## src/rtl/lfsr_value_source.sv

```systemverilog
// 10-bit XNOR Fibonacci LFSR value source with a tick divider, seed loading,
// all-ones seed rejection and full-period detection.
module lfsr_value_source #(
    parameter int                WIDTH    = 10,
    parameter logic [WIDTH-1:0]  SEED     = WIDTH'(1),
    parameter int                TICK_DIV = 4
) (
    input  logic             clk,
    input  logic             reset,
    input  logic             enable,
    input  logic             load,
    input  logic [WIDTH-1:0] seed_in,
    output logic [WIDTH-1:0] value,
    output logic             value_valid,
    output logic             seed_reject,
    output logic             period_done
);

    localparam logic [9:0]       TICK_RELOAD = 10'(TICK_DIV - 1);
    localparam logic [9:0]       LAST_STEP   = 10'd1022;
    localparam logic [WIDTH-1:0] ALL_ONES    = '1;

    typedef enum logic {
        IDLE = 1'b0,
        RUN  = 1'b1
    } state_t;

    state_t           state_q, state_d;
    logic [9:0]       tick_q, tick_d;
    logic [9:0]       step_q, step_d;
    logic [WIDTH-1:0] value_d;
    logic             valid_d, reject_d, period_d;
    logic [WIDTH-1:0] stepped;

    // Taps x^10 + x^7: XNOR feedback makes all-ones the lock-up state, not zero.
    assign stepped = {value[WIDTH-2:0], ~(value[WIDTH-1] ^ value[WIDTH-4])};

    always_ff @(posedge clk or posedge reset) begin
        if (reset) begin
            state_q     <= IDLE;
            tick_q      <= TICK_RELOAD;
            step_q      <= '0;
            value       <= SEED;
            value_valid <= 1'b0;
            seed_reject <= 1'b0;
            period_done <= 1'b0;
        end else begin
            state_q     <= state_d;
            tick_q      <= tick_d;
            step_q      <= step_d;
            value       <= value_d;
            value_valid <= valid_d;
            seed_reject <= reject_d;
            period_done <= period_d;
        end
    end

    always_comb begin
        state_d  = state_q;
        tick_d   = tick_q;
        step_d   = step_q;
        value_d  = value;
        valid_d  = 1'b0;
        reject_d = 1'b0;
        period_d = 1'b0;

        case (state_q)
            IDLE:    if (enable)  state_d = RUN;
            RUN:     if (!enable) state_d = IDLE;
            default: state_d = IDLE;
        endcase

        // Counting keys off the live enable so the first step lands TICK_DIV
        // cycles after enable is first sampled high, not one cycle later.
        if (load) begin
            tick_d = TICK_RELOAD;
            step_d = '0;
            if (seed_in == ALL_ONES) begin
                value_d  = SEED;
                reject_d = 1'b1;
            end else begin
                value_d = seed_in;
            end
        end else if (enable) begin
            if (tick_q == 10'd0) begin
                tick_d  = TICK_RELOAD;
                value_d = stepped;
                valid_d = 1'b1;
                if (step_q == LAST_STEP) begin
                    step_d   = '0;
                    period_d = 1'b1;
                end else begin
                    step_d = step_q + 10'd1;
                end
            end else begin
                tick_d = tick_q - 10'd1;
            end
        end else if (state_q == RUN) begin
            tick_d = TICK_RELOAD;
        end
    end

endmodule

```

## config.mk

```make
export PLATFORM = sky130hd
export DESIGN_NAME = lfsr_value_source
export DESIGN_NICKNAME = d
export VERILOG_FILES = /design/src/rtl/lfsr_value_source.sv
export SDC_FILE = /design/constraint.sdc
export NUM_CORES = 1
export LEC_CHECK = 0
export ABC_AREA = 1
export CELL_PAD_IN_SITES_DETAIL_PLACEMENT = 2
export CELL_PAD_IN_SITES_GLOBAL_PLACEMENT = 2
export CORE_MARGIN = 2
export CORE_UTILIZATION = 36
export DETAILED_ROUTE_END_ITERATION = 6
export DONT_BUFFER_PORTS = 1
export GPL_TIMING_DRIVEN = 0
export PLACE_DENSITY = 0.84
export SKIP_CTS_REPAIR_TIMING = 1
export SLEW_MARGIN = 20
export SYNTH_ARGS = -nofsm -noshare
export SYNTH_HDL_FRONTEND = slang
export SYNTH_SLANG_ARGS = --single-unit
```

## constraint.sdc

```tcl
create_clock -name clk -period 1.6 [get_ports clk]
set_input_delay 0.48 -clock clk [delete_from_list [all_inputs] [get_ports clk]]
set_output_delay 0.48 -clock clk [all_outputs]
set_load 0.01 [all_outputs]
```

# ---- After elaboration in Yosys (flattened, before gate mapping)
# Cells that the tools add are included.
dict set report word_totals {
  out_inout_bits 13
  elab_cells 40
  ff_bits 34
}
dict set report op_classes {
  n_mux 22
  n_eq_ne 2
  n_addsub 2
  n_reduce_logical 5
  bitwise_logic 2
}
# op n
set op_table {}
lappend op_table {{10-bit two-way mux} 12}
lappend op_table {{10-bit == test (second input constant)} 2}
lappend op_table {{10-bit by 1-bit adder with 10-bit output (second input constant)} 1}
lappend op_table {{10-bit zero test} 1}
lappend op_table {{1-bit two-way mux} 10}
lappend op_table {{10-bit by 1-bit subtractor with 10-bit output (second input constant)} 1}
lappend op_table {{2-bit nonzero test} 2}
lappend op_table {{3-bit nonzero test} 1}
lappend op_table {{2-bit AND reduction} 1}
lappend op_table {{1-bit NOT} 1}
lappend op_table {{1-bit XOR} 1}

# ---- Logic depth before layout (Yosys ltp)
# Gate-level depths: netlist (run 1).
dict set report logic_depth {
  word_depth 5
  mapped_depth 9
}

# ---- Worst setup path after synthesis (run 1)
# Ideal clock, no wire load.
dict set report synth_path {
  path_type {register to register}
  from {register tick_q[0]}
  to {register tick_q[7]}
  path_stages_with_launch 10
  synth_period_minus_slack_ps 1434
  required_ps 1529
  arrival_time_ps 1363
  path_slack_ps 166
  cell_sequence {dfstp_2 inv_1 ha_1 nand2_1 nor2_1 nand2_1 nand2_2 nand2_2 nand2_1 nor2_1}
}
dict set report synth_between {
  elab_chain_len 4
  word_cells_on_any_way 5
}
# element line_no
set synth_lines {}
lappend synth_lines {{from (decl)} 29} ;# logic [9:0] tick_q, tick_d;
lappend synth_lines {{from (signal assigned)} 49} ;# tick_q <= tick_d;
lappend synth_lines {{10-bit by 1-bit subtractor with 10-bit output / 10-bit zero test (equally long branches)} {96, 85}}
lappend synth_lines {{10-bit two-way mux (*)} 85} ;# if (tick_q == 10'd0) begin
lappend synth_lines {{10-bit two-way mux (*)} 84} ;# end else if (enable) begin
lappend synth_lines {{10-bit two-way mux (*)} 75} ;# if (load) begin
# Every way passes the cells marked *; elsewhere a longest branch is shown, timed or not.
# A chain may end at the register's enable or synchronous reset.

# ---- Worst setup path in the final report (run 1)
dict set report layout_path {
  from {register tick_q[1]}
  to {register tick_q[7]}
}
# The elaborated chain is that of the path after synthesis.

==> metrics.txt, run 1 <==
CTS H-tree lvls=2; Peak supply drop=0.445 mV; final wirelength=~5600 µm; post-synthesis cell area=roughly 1900 µm²; Comb pwr share=0.107; status=finished, final reports clean; skew final=0.0113 ns; #FFs+latches synth=34; gr ovfl total=0; Clock Sinks=34; minimum hold slack=roughly 0.17 ns; first-pass GRT wire length=around 9200 µm; startpoint types=flop; via/cell ratio=approximately 5.1; Netlist cell types=24; worst-path maximum fanout=6; Die H=77.3 µm; maxcap violations=0; Die Span X=roughly 77 µm; Internal=roughly 0.0013 W; Post-DP HPWL=approximately 4000 µm; simple-gate share of the synthesized area=0.377; Antenna Violating Nets Remaining=0; main combinational cell family by area after synthesis=simple AND/OR/NAND/NOR gates; grt peak-use layer=met2; Synth Area in XOR/XNOR=0.0408; First DRT Iteration DRCs=73; Layout Nets=285; worst-skew pair later-pin latency=~0.3 ns; Yosys warning total=0; Tcrit/Tclk final=0.949; unrepaired setup endpoints after global routing=no; clk slew on worst S/H paths=around 0.080 ns; Top Ports=27; R2R depth=9; Synth Area in Compound Gates=0.0505; mux cell area share after synthesis=0; Hold Path Class=primary input to asynchronous set/reset pin; final instance count without filler cells=between 300 and 400; clock root buffer=clkbuf_8; GR Util met1=0.227; largest net degree at the start of global routing=35; Max Freq=0.658 GHz; critical path arrival=roughly 1.8 ns; Die ar.=5970 µm²; vias in the first global route=just under 2000; initial core utilization=0.376; most common cell after layout, fill and taps aside=nand2_1; Period minus WS final=~1.5 ns; Final Slew Violations=0; final weighted congestion in routability-driven placement=roughly 0.74; Buffers on Ports=0; DRT Pass-1 Iters=4; Routed WL per cell=roughly 16 µm; CTS buffer count=5; Switching Share=0.290; Syn Inst Count=between 200 and 300; # diodes=0; # setup viols final=0; LEAKAGE=about 1.1 nW; Crit Path Class=flop to flop; total negative setup slack=0 ns; average cell area after synthesis=~7.4 µm²; via count=~1700; commonest non-fill, non-tap cells in the layout=84 x nand2_1, 35 x nand3_1, 31 x dfrtp_1; Worst Path Required=~1.8 ns; Seq/Total Area, Yosys=0.442; synth top area cells=dfrtp_1 40%, nand2_1 17%, nand3_1 9.3%; Max Buffers Root-to-Sink=2; Slew @ Worst Pin=0.736 ns; Seq. cell area=~850 µm²; area leader, netlist=dfrtp_1; Overall Global Routing Usage=0.196; adder-cell share of the synthesized area=0.0194; P per Cell Area=between 800 and 900 nW/µm²; Reg power frac=0.520; slew margin rel.=0.509; area of the multi-input gates=between 900 and 1000 µm²; M3 GR Usage=0.0471; FP Rows=26; final hold viol count=0; Layout Area Growth over Synthesis=12.0%; initial antenna violation count=0; share of the synthesized area in the top cell type=0.401; fraction of layout cells with a size suffix above 1=0.134; filler instances=between 600 and 700; Psw=between 0.0005 and 0.0006 W; met2 Use GR=0.346; Residual DRC=0; net count after synthesis=between 200 and 300; Core ar.=5140 µm²; Core Util, Final=0.421; critical path endpoint category=flop; placed cell count=331; Clk pwr share=0.373; CTS tree=yes
## logic make-up after synthesis
family          count (synthesis)
compound gates                 19
xor+xnor                        9
fa+ha+maj                       3
buf+inv                        32
flops                          34
simple gates                  164
## routing by layer
layer  vias to the layer above  part of all wire
met5                         -                 0
met4                         0             0.030
met3                        13             0.044
met2                        39              0.51
met1                       858              0.42
li1                        832                 -
## stage by stage
step                      setup slack, ns  power, W  cell area (µm²)
after floorplan                     0.166   0.00111             1930
after global placement            -0.0676   0.00116             2020
after detailed placement           -0.115   0.00117             2020
after CTS                          -0.142   0.00186             2110
after global routing              0.00176   0.00193             2170
final                              0.0813   0.00186             2170
## area by class of cell
cell class | instances | area share
clock buffer | 7 | 0.0399
tap | 70 | 0.0404
clock inverter | 1 | 0.00231
buffer | 5 | 0.0179
sequential | 34 | 0.395
inverter | 27 | 0.0468
multi-input combinational | 195 | 0.458
## Yosys cell counts
cell and number:
a21oi_1 3, buf_1 2, buf_2 1, buf_6 2, dfrtp_1 31, dfstp_2 3, ha_1 3, inv_1 24
inv_2 3, nand2_1 86, nand2_2 4, nand2_4 1, nand3_1 36, nand3_2 3, nand4_1 1, nor2_1 27
nor2_2 3, nor2_4 2, nor3_2 1, o21ai_0 6, o21ai_1 9, o21bai_1 1, xnor2_1 4, xor2_1 5
## worst max-delay path: stages, from the launching register on
cell     delay, ns
dfstp_2       0.56
inv_1         0.08
ha_4          0.18
nand2_2       0.09
nor2_1        0.07
nand2_2       0.10
nand2_4       0.09
nand2_4       0.14
nand2_1       0.07
nor2_1        0.09
## state kept, by name, indices dropped and copies added (netlist names)
register / count
value: 10
step_q: 10
period_done: 1
tick_q: 10
seed_reject: 1
value_valid: 1
state_q: 1
## power groups by stage
stage	Combinational, W	Sequential (W)	Clock [W]
3_3_place_gp	0.000180	0.000980	0
5_1_grt	0.000230	0.000972	0.000731
3_5_place_dp	0.000190	0.000980	0
6_report	0.000198	0.000965	0.000692
2_1_floorplan	0.000145	0.000967	0
4_1_cts	0.000191	0.000965	0.000706
## worst paths after layout
path | slack, ns | start | to
max | 0.08 | tick_q[1] | tick_q[7]
min | 0.17 | reset | tick_q[7]
max reg2reg | 0.08 | tick_q[1] | tick_q[7]
min reg2reg | 0.51 | tick_q[0] | tick_q[0]
max in group asynchronous | 0.95 | reset | step_q[3]
min in group clk | 0.20 | enable | state_q
Power figures use the tool's default switching activity.
==> run 2, diff against run 1 <==
--- a/config.mk
+++ b/config.mk
@@ -10,6 +10,7 @@
 export CELL_PAD_IN_SITES_GLOBAL_PLACEMENT = 2
 export CORE_MARGIN = 2
 export CORE_UTILIZATION = 36
+export CTS_CLUSTER_DIAMETER = 100
 export DETAILED_ROUTE_END_ITERATION = 6
 export DONT_BUFFER_PORTS = 1
 export GPL_TIMING_DRIVEN = 0
==> results of run 2 <==
Same layout as run 1: the final DEF is identical, and so are final timing and power.
